**src/rtl/mem_access_stage.sv**
```systemverilog
// -----------------------------------------------------------------------------
// mem_access_stage
//
// Memory-access (ME) pipeline stage with a blocking data-memory interface.
// A load or store presented by the EX/MEM register stalls the upstream
// pipeline. The request is registered onto mem_* and held stable until the
// memory answers with a one-cycle mem_ack. If no ack arrives within TIMEOUT
// busy cycles, the request is abandoned and the sticky BusError flag is set.
// After either outcome, the stage spends one DONE cycle handing the result
// to MEM/WB. Non-memory instructions pass straight through combinationally.
//
// Parameters
//   WIDTH    data / address width
//   TIMEOUT  maximum BUSY cycles to wait for mem_ack (must be >= 1)
//
// Ports
//   clk           in   clock; all state changes on the rising edge
//   reset         in   synchronous, active-high reset
//   ValidM        in   EX/MEM instruction is valid
//   MemReadM      in   instruction is a load
//   MemWriteM     in   instruction is a store (wins if both are set)
//   RegWriteInM   in   instruction writes the register file
//   ALUResultInM  in   effective address, or the ALU result for non-memory ops
//   WriteDataM    in   store data
//   mem_req       out  data-memory request (registered)
//   mem_we        out  request is a write (registered)
//   mem_addr      out  latched request address
//   mem_wdata     out  latched store data
//   mem_ack       in   one-cycle completion strobe from memory
//   mem_rdata     in   load data, valid while mem_ack is high
//   ReadDataM     out  load result to MEM/WB
//   ALUResultM    out  ALU result or address to MEM/WB
//   RegWriteM     out  register-write enable to MEM/WB
//   StallM        out  holds IF/ID/EX/ME registers (combinational)
//   BusError      out  sticky timeout flag, cleared only by reset
// -----------------------------------------------------------------------------
module mem_access_stage #(
    parameter int WIDTH   = 16,
    parameter int TIMEOUT = 15
) (
    input  logic             clk,
    input  logic             reset,
    input  logic             ValidM,
    input  logic             MemReadM,
    input  logic             MemWriteM,
    input  logic             RegWriteInM,
    input  logic [WIDTH-1:0] ALUResultInM,
    input  logic [WIDTH-1:0] WriteDataM,
    output logic             mem_req,
    output logic             mem_we,
    output logic [WIDTH-1:0] mem_addr,
    output logic [WIDTH-1:0] mem_wdata,
    input  logic             mem_ack,
    input  logic [WIDTH-1:0] mem_rdata,
    output logic [WIDTH-1:0] ReadDataM,
    output logic [WIDTH-1:0] ALUResultM,
    output logic             RegWriteM,
    output logic             StallM,
    output logic             BusError
);

    localparam logic [1:0] S_IDLE = 2'd0;
    localparam logic [1:0] S_BUSY = 2'd1;
    localparam logic [1:0] S_DONE = 2'd2;

    // Counter must be able to hold TIMEOUT-1, the index of the last BUSY cycle.
    localparam int               CNT_W    = (TIMEOUT > 1) ? $clog2(TIMEOUT) : 1;
    localparam logic [CNT_W-1:0] CNT_LAST = CNT_W'(TIMEOUT - 1);

    logic [1:0]       state_q,     state_d;
    logic             mem_req_q,   mem_req_d;
    logic             mem_we_q,    mem_we_d;
    logic [WIDTH-1:0] mem_addr_q,  mem_addr_d;
    logic [WIDTH-1:0] mem_wdata_q, mem_wdata_d;
    logic             reg_write_q, reg_write_d;
    logic [WIDTH-1:0] rdata_q,     rdata_d;
    logic [CNT_W-1:0] cnt_q,       cnt_d;
    logic             bus_error_q, bus_error_d;

    logic mem_op;

    assign mem_op = ValidM & (MemReadM | MemWriteM);

    // ------------------------------------------------------------------
    // Next-state logic
    // ------------------------------------------------------------------
    always_comb begin
        // NOTE: every signal gets a hold-value default first, so no path
        // through the case statement can leave one unassigned (no latches).
        state_d     = state_q;
        mem_req_d   = mem_req_q;
        mem_we_d    = mem_we_q;
        mem_addr_d  = mem_addr_q;
        mem_wdata_d = mem_wdata_q;
        reg_write_d = reg_write_q;
        rdata_d     = rdata_q;
        cnt_d       = cnt_q;
        bus_error_d = bus_error_q;

        case (state_q)
            S_IDLE: begin
                if (mem_op) begin
                    state_d     = S_BUSY;
                    mem_req_d   = 1'b1;
                    mem_we_d    = MemWriteM;   // read+write collapses to a store
                    mem_addr_d  = ALUResultInM;
                    mem_wdata_d = WriteDataM;
                    reg_write_d = RegWriteInM;
                    cnt_d       = '0;
                end
            end

            S_BUSY: begin
                if (mem_ack) begin
                    // An ack in the final BUSY cycle still counts as success.
                    state_d   = S_DONE;
                    mem_req_d = 1'b0;
                    rdata_d   = mem_we_q ? '0 : mem_rdata;
                end else if (cnt_q == CNT_LAST) begin
                    // Abandon the access and hand a harmless bubble to MEM/WB.
                    state_d     = S_DONE;
                    mem_req_d   = 1'b0;
                    bus_error_d = 1'b1;
                    rdata_d     = '0;
                    reg_write_d = 1'b0;
                end else begin
                    cnt_d = cnt_q + CNT_W'(1);
                end
            end

            S_DONE: begin
                state_d = S_IDLE;
            end

            default: begin
                state_d = S_IDLE;
            end
        endcase
    end

    // ------------------------------------------------------------------
    // State registers
    // ------------------------------------------------------------------
    // NOTE: non-blocking assignments so every flop samples its _d value
    // from before the edge, independent of statement order.
    always_ff @(posedge clk) begin
        if (reset) begin
            // NOTE: every flop here is control or handshake state, so all of
            // it is reset; there is no storage array that could be left alone.
            state_q     <= S_IDLE;
            mem_req_q   <= 1'b0;
            mem_we_q    <= 1'b0;
            mem_addr_q  <= '0;
            mem_wdata_q <= '0;
            reg_write_q <= 1'b0;
            rdata_q     <= '0;
            cnt_q       <= '0;
            bus_error_q <= 1'b0;
        end else begin
            state_q     <= state_d;
            mem_req_q   <= mem_req_d;
            mem_we_q    <= mem_we_d;
            mem_addr_q  <= mem_addr_d;
            mem_wdata_q <= mem_wdata_d;
            reg_write_q <= reg_write_d;
            rdata_q     <= rdata_d;
            cnt_q       <= cnt_d;
            bus_error_q <= bus_error_d;
        end
    end

    // ------------------------------------------------------------------
    // Pipeline-facing outputs
    // ------------------------------------------------------------------
    // Reset gates these directly so MEM/WB sees zeros during the reset cycle
    // itself, before the state registers have had an edge to clear.
    always_comb begin
        StallM     = 1'b0;
        RegWriteM  = 1'b0;
        ReadDataM  = '0;
        ALUResultM = '0;

        if (!reset) begin
            case (state_q)
                S_IDLE: begin
                    ALUResultM = ALUResultInM;
                    if (mem_op) begin
                        StallM = 1'b1;   // bubble while the access starts
                    end else begin
                        RegWriteM = RegWriteInM & ValidM;
                    end
                end

                S_BUSY: begin
                    StallM     = 1'b1;
                    ALUResultM = mem_addr_q;
                end

                S_DONE: begin
                    ALUResultM = mem_addr_q;
                    ReadDataM  = rdata_q;
                    RegWriteM  = reg_write_q;
                end

                default: begin
                    StallM = 1'b0;
                end
            endcase
        end
    end

    assign mem_req   = mem_req_q;
    assign mem_we    = mem_we_q;
    assign mem_addr  = mem_addr_q;
    assign mem_wdata = mem_wdata_q;
    assign BusError  = bus_error_q;

endmodule

```
**config.mk**
```make
export PLATFORM = sky130hd
export DESIGN_NAME = mem_access_stage
export DESIGN_NICKNAME = d
export VERILOG_FILES = /design/src/rtl/mem_access_stage.sv
export SDC_FILE = /design/constraint.sdc
export NUM_CORES = 1
export LEC_CHECK = 0
export ABC_AREA = 1
export CAP_MARGIN = 20
export CORE_UTILIZATION = 40
export CTS_CLUSTER_DIAMETER = 120
export DETAILED_ROUTE_END_ITERATION = 8
export PLACE_DENSITY_LB_ADDON = 0.2
export SLEW_MARGIN = 15
export SYNTH_ARGS = -nofsm -noshare
export SYNTH_HDL_FRONTEND = slang
export SYNTH_SLANG_ARGS = --single-unit
```
**constraint.sdc**
```tcl
create_clock -name clk -period 1.8 [get_ports clk]
set_input_delay 0.27 -clock clk [delete_from_list [all_inputs] [get_ports clk]]
set_output_delay 0.27 -clock clk [all_outputs]
set_load 0.1 [all_outputs]
```
Yosys cells after proc, flatten, opt, wreduce, memory -nomap -nowiden
Cells that the tools add are included.
{ "word_totals": {"output_inout_bits": 69, "register_bits": 58, "input_bits": 55, "elab_cells": 61} }
{ "op_classes": {"n_bitwise": 4, "reduce_logical": 11, "n_addsub": 1, "n_eq_ne": 8, "n_mux": 28} }
{ "op_table": {"columns": ["operator", "count"], "rows": [
  ["$mux 16", 6],
  ["$pmux 16 s2", 1],
  ["$mux 4", 3],
  ["$mux 1", 9],
  ["$ne 2x2->1 const B", 4],
  ["$pmux 1 s2", 4],
  ["$pmux 4 s2", 1],
  ["$reduce_and 4->1", 2],
  ["$mux 2", 3],
  ["$reduce_and 2->1", 3],
  ["$reduce_and 3->1", 2],
  ["$add 4x1->4 const B", 1],
  ["$eq 4x4->1 const B", 1],
  ["$pmux 2 s2", 1],
  ["$reduce_bool 2->1", 2],
  ["$ne 3x3->1 const B", 1],
  ["$and 1x1->1", 2],
  ["$eq 2x1->1 const B", 1],
  ["$eq 2x2->1 const B", 1],
  ["$logic_not 2->1", 1],
  ["$reduce_or 2->1", 1],
  ["$not 1->1", 1],
  ["$or 1x1->1", 1]
]} }

Longest topological paths before layout
Gate-level depths: netlist of run 1.
{ "depth": {"depth_word": 5, "depth_mapped": 9, "mapped_depth_nobuf": 9} }

Worst setup path before layout of run 1
Ideal clock, no wire load.
{ "synth_timing": {"path_kind": "register -> output", "start": "register state_q[0]", "end": "output ALUResultM[10]", "required_ns": 1.530, "path_slack_ns": -1.217, "arrival_ns": 2.747, "path_buffers": 2, "stages_incl_launch_ff": 7, "cell_sequence": "dfxtp_1 inv_1 ha_1 clkbuf_1 clkbuf_1 nand2_1 a21oi_1"} }
{ "synth_between": {"elab_chain_len": 4, "elab_cells_between_ends": 6, "classes_between": "eq/ne: 2; mux: 2; reduce/logical: 2"} }
{ "synth_rtl": {"columns": ["element", "line_no", "rtl"], "rows": [
  ["start, declared", "70", "logic [1:0] state_q, state_d;"],
  ["start signal, assigned", "160", "state_q <= state_d;"],
  ["$eq 2x1->1 / $eq 2x2->1 (equally long branches)", "184", "case (state_q)"],
  ["$reduce_or 2->1 (no line)", null, null],
  ["$pmux 16 s2 *", "184", null],
  ["$mux 16 *", "183", "if (!reset) begin"],
  ["end, declared", "56", "output logic [WIDTH-1:0] ALUResultM,"]
]} }
Every way passes the cells marked *; elsewhere a longest branch is shown, timed or not.

Worst setup path after layout of run 1
{ "layout_timing": {"start": "register state_q[1]", "end": "output ALUResultM[3]"} }
The elaborated chain is that of the path after synthesis.

==> results of run 1 <==
-- power by group through the flow --
stage / sequential (mW) / combinational, mW / clock (mW)
after floorplan: 1.97 / 1.02 / 0
after global placement: 1.50 / 2.03 / 0
after detailed placement: 1.50 / 2.05 / 0
after CTS: 1.47 / 2.17 / 1.11
after global routing: 1.50 / 2.34 / 1.18
final: 1.48 / 2.24 / 1.09
-- what timing repair did --
action / 4_1_cts / 5_1_grt
cloned: 2 / 1
resized for setup: 35 / 21
buffers inserted: 2 / 3
endpoints found under the setup margin: 34 / 34
pin swaps: 12 / 33
hold endpoints to repair: 0 / 0
-- per-layer routing --
| metal | track usage | vias up | part of all wire |
|---|---|---|---|
| met5 | 0 | - | 0 |
| met4 | 0.100 | 0 | 0.019 |
| met3 | 0.0537 | 16 | 0.051 |
| met2 | 0.440 | 85 | 0.51 |
| met1 | 0.300 | 1425 | 0.42 |
| li1 | - | 1485 | - |
-- synth_stat cells (2+ instances only) --
cell / number / area, sq um
o21ai_0: 2 / 10.0
inv_2: 3 / 11.3
or2_2: 2 / 12.5
dfxtp_1: 58 / 1160
ha_1: 7 / 87.6
buf_2: 6 / 30.0
nand3_1: 6 / 30.0
nand2_1: 153 / 574
nor2_1: 30 / 113
buf_4: 6 / 45.0
clkbuf_1: 8 / 30.0
o22ai_1: 16 / 100
inv_1: 14 / 52.6
a21oi_1: 58 / 290
-- critical path: cells and delay by family (launching register included) --
| kind | cells | cell delay (ns) |
|---|---|---|
| compound gates | 1 | 0.17 |
| fa+ha+maj | 1 | 0.31 |
| buf+inv | 3 | 0.40 |
| flops | 1 | 0.37 |
| simple gates | 1 | 0.06 |
-- registers in the layout, summed over array words and instances, names as in the netlist --
signal	cells
state_q	2
rdata_q	16
mem_addr	16
mem_we	1
mem_req	1
BusError	1
cnt_q	4
reg_write_q	1
mem_wdata	16
-- metrics by stage --
stage | hold WS [ns] | power (mW) | util | setup TNS, ns | instance area (sq um)
global placement | 0.453 | 3.52 | 0.715 | -0.451 | 4540
global route | 0.484 | 5.03 | 0.792 | -2.57 | 5030
floorplan | 0.405 | 2.98 | - | -5.54 | 3010
finish | 0.464 | 4.81 | 0.792 | -1.39 | 5030
CTS | 0.466 | 4.75 | 0.771 | -1.40 | 4890
detailed placement | 0.455 | 3.55 | 0.715 | -0.977 | 4540
-- final cells by class --
cell class                 count  area share
sequential                    58       0.236
multi-input combinational    281       0.346
timing repair buffer         146       0.348
clock inverter                 4     0.00523
inverter                      17      0.0142
clock buffer                  12      0.0309
tap                           77      0.0192
-- final timing paths --
kind / slack (ns) / start / endpoint / cells past startpoint
hold reg to reg: 0.46 / mem_wdata[9] / mem_wdata[9] / 2
hold / removal: 0.46 / mem_wdata[9] / mem_wdata[9] / 2
setup / recovery: -0.11 / state_q[1] / ALUResultM[3] / 6
setup reg to reg: 0.32 / cnt_q[0] / rdata_q[13] / 8
-- logic make-up after synthesis --
logic type / Yosys count / share of synthesized area
simple gates: 197 / 0.299
compound gates: 76 / 0.152
buf+inv: 40 / 0.0750
fa+ha+maj: 7 / 0.0332
flops: 58 / 0.440
==> flow_summary.toml, run 1 <==
[synth]
yosysSeqAreaShare = 0.440
synth-edff-count = 0
synth.avg_cell_area_sq_um = 6.97
syn_area_sq_mm = 0.00264
synth_fp_nets = 440
syn-instance-count = 378
synth-main-ff-cell = "dfxtp_1"
synth_seq_cells = 58
yosys_warnings = 0
async_flop_share = 0
netlist-cell-type-count = 23

[layout]
area_delta_synth_final_pct = 90.7
nets = 575
final_common_cell = "nand2_1"
fill_cells = 427
n_antenna_cell = 0
drive_gt1_frac = 0.373
final_cell_mix = "136 x nand2_1, 53 x clkdlybuf4s50_1, 50 x buf_4"
multiInputGateArea_sq_mm = 0.00174
finalNonFillerCells = 595
regArea_sq_mm = 0.00119

[timing]
finalCritPeriodShare = 1.06
rsz0062_at_grt = "yes"
hold_violations = 0
period_needed_ns = 1.91
postLayoutSetupSlackWorst_ns = -0.111
max_clock_freq_ghz = 0.523
fin_worst_skew_ns = 0.00723
slew_viol_final = 0
report.final.setup_viol = 16
maxSlewHeadroom = 0.780
worst_pin_slew_ns = 0.330

[global_routing]
grt_pass1_vias = 3009
grt_pass1_wl_um = 14100
track_usage = 0.252
antenna_found_initial = 0
grt_overflow = 0
grt_start_max_net_pins = 33

[flow_run]
cap_violations = 0

[hold_path]
min_path_type = "register to register"

[run_status]
violations = "setup timing"
status = "finished with violations"

[detailed_routing]
drtPass1Iterations = 4
drc = 0
vias_per_cell = 5.06
ant_nets = 0
wl_um = 8620
wl_per_cell_um = 14.5
vias = 3011
drtIter0Drc = 112

[power_and_ir_drop]
p_int_mw = 2.72
pwr-share-clk = 0.226
switchingPower_mw = 2.09
pwr-share-seq = 0.309
power_leakage_nw = 2.07
p_comb_frac = 0.466
powerDensity_mw_per_mm2 = 957
ir_drop_v = 0.000699
switching_share = 0.434

[floorplan]
die_y_um = 83.2
chipWidth_um = 83.2
design.portCount = 124
start_util = 0.415
core_sq_mm = 0.00635
rows = 29
die_area_sq_mm = 0.00692

[worst_setup_path]
cp.required_ns = 1.53
crit_type = "register to output pin"
critPathMaxStageDelay_ns = 0.37
cp_max_fo = 8
worstSetupEndpointType = "output pin"
startpoint_type = "register"
crit_path_frequent_cell = "buf_12"
crit_path_cell_trace = "inv_4, ha_4, buf_12, nand2_4, a21oi_4, buf_12"
slowest_stage = "dfxtp_4"
worst-endpoint-arrival_ns = 1.64

[clocking]
cts_hold_buf = 0
clkTransAtPathRegs_ns = 0.06
clockBufferDepth = 2
clock-sinks = 58
cts_tree = "done"
cts_made_buffers = 9
root_buffer = "clkbuf_8"
insertion_delay_ns = 0.32
htree_levels = 3

[placed_design]
dp_cells = 571
dp_hpwl_um = 5730
gp_congestion = 0.869
place_ws_ns = -0.0753
portBuffers = 123
(Power assumes the default switching activity.)
==> inputs of run 2 (changes only) <==
--- a/constraint.sdc
+++ b/constraint.sdc
@@ -3,2 +3,2 @@
 set_output_delay 0.27 -clock clk [all_outputs]
-set_load 0.1 [all_outputs]
+set_load 0.01 [all_outputs]
==> flow_summary.toml, run 2 (synthesis gave the netlist of run 1 again) <==
[run_status]
status = "completed"

[placed_design]
gp_congestion = 0.809
place_ws_ns = -0.408
portBuffers = 123
dp_hpwl_um = 5320
dpl_cell_area_sq_mm = 0.00406

[clocking]
clockBufferDepth = 2
htree_levels = 3
cts_made_buffers = 9
insertion_delay_ns = 0.32
clock-sinks = 58
clkTransAtPathRegs_ns = 0.06
cts_hold_buf = 0
cts_tree = "done"
root_buffer = "clkbuf_8"

[layout]
final_cell_mix = "149 x nand2_1, 89 x clkdlybuf4s50_1, 56 x dfxtp_1"
nets = 578
fill_cells = 527
final_common_cell = "nand2_1"
area_delta_synth_final_pct = 70.0
final_area_sq_mm = 0.00448
drive_gt1_frac = 0.233
n_antenna_cell = 0

[global_routing]
grt_overflow = 0
grt_start_max_net_pins = 35
grt_pass1_wl_um = 12400
antenna_found_initial = 0
track_usage = 0.221
grt_pass1_vias = 2693

[floorplan]
die_y_um = 83.2
core_sq_mm = 0.00635
design.portCount = 124
rows = 29
start_util = 0.415
chipWidth_um = 83.2
die_area_sq_mm = 0.00692

[worst_setup_path]
worstSetupEndpointType = "output pin"
worst-endpoint-arrival_ns = 1.52
crit_type = "register to output pin"
cp_max_fo = 8
cp.required_ns = 1.53
startpoint_type = "register"

[hold_path]
min_path_type = "register to register"

[power_and_ir_drop]
power_leakage_nw = 1.83
ir_drop_v = 0.000557
fin_total_pwr_mw = 3.88
powerDensity_mw_per_mm2 = 865

[timing]
slew_viol_final = 0
report.final.setup_viol = 0
finalCritPeriodShare = 0.992
rsz0062_at_grt = "yes"
postLayoutSetupSlackWorst_ns = 0.0141
fin_worst_skew_ns = 0.00477
worst_pin_slew_ns = 0.366
period_needed_ns = 1.79
maxSlewHeadroom = 0.756
max_clock_freq_ghz = 0.560
hold_violations = 0

[flow_run]
cap_violations = 0

[detailed_routing]
drtPass1Iterations = 4
vias_per_cell = 4.98
wl_per_cell_um = 13.6
wl_um = 8110
drtIter0Drc = 96
drc = 0
vias = 2971
ant_nets = 0
[run 2: changes by cell type in the layout (fill, tap and decap cells not counted), moves of 13 or more]
cell	before	now
buf_2	0	17
dfxtp_2	15	2
buf_4	50	18
a21oi_4	18	0
clkdlybuf4s50_1	53	89
dfxtp_1	41	56
buf_6	2	18
nand2_1	136	149
buf_12	38	5
[run 2: final cells by class]
type | count | area [sq um] | area share
clock inverter | 2 | 35.0 | 0.00782
multi-input combinational | 280 | 1480 | 0.330
clock buffer | 13 | 169 | 0.0377
inverter | 17 | 67.6 | 0.0151
timing repair buffer | 150 | 1470 | 0.328
tap | 77 | 96.3 | 0.0215
sequential | 58 | 1160 | 0.260
[run 2: routing by layer]
metal	vias to the layer above	wire, um	track usage
met5	-	0	0
met3	13	504	0.0437
li1	1487	-	-
met1	1373	3360	0.272
met2	98	4110	0.380
met4	0	133	0.0862
[run 2: final timing paths]
path | startpoint | endpoint | slack, ns | cells past startpoint
max | state_q[0] | ReadDataM[0] | 0.01 | 7
max reg2reg | state_q[1] | rdata_q[12] | 0.23 | 8
min | mem_wdata[10] | mem_wdata[10] | 0.46 | 2
min reg2reg | mem_wdata[10] | mem_wdata[10] | 0.46 | 2
[run 2: through the flow]
| stage | cells | TNS [ns] | utilization | hold WS, ns |
|---|---|---|---|---|
| 4_1_cts | 597 | 0 | 0.660 | 0.464 |
| 3_5_place_dp | 579 | -11.24 | 0.639 | 0.454 |
| 3_3_place_gp | 579 | -9.98 | 0.639 | 0.451 |
| 6_report | 597 | 0 | 0.706 | 0.463 |
| 5_1_grt | 597 | -0.617 | 0.706 | 0.485 |
| 2_1_floorplan | 378 | 0 | - | 0.413 |
[run 2: repair_timing]
item / CTS / global route
pin swaps: 1 / 21
setup buffers: 2 / 0
endpoints found under the hold margin: 0 / 0
endpoints found under the setup margin: 34 / 28
gates resized for setup: 146 / 65
gates cloned: 1 / 1
[run 2: power breakdown]
part	leakage (nW)	switching (mW)	internal [mW]
clock	0.106	0.481	0.744
combinational	1.25	0.600	0.591
sequential	0.474	0.0666	1.40
[run 2: worst max-delay path, stage by stage, from the launching register on]
cell        delay (ns)
dfxtp_2           0.33
inv_2             0.08
buf_6             0.11
ha_4              0.14
clkinvlp_4        0.12
clkbuf_16         0.20
nor2_4            0.10
buf_6             0.11
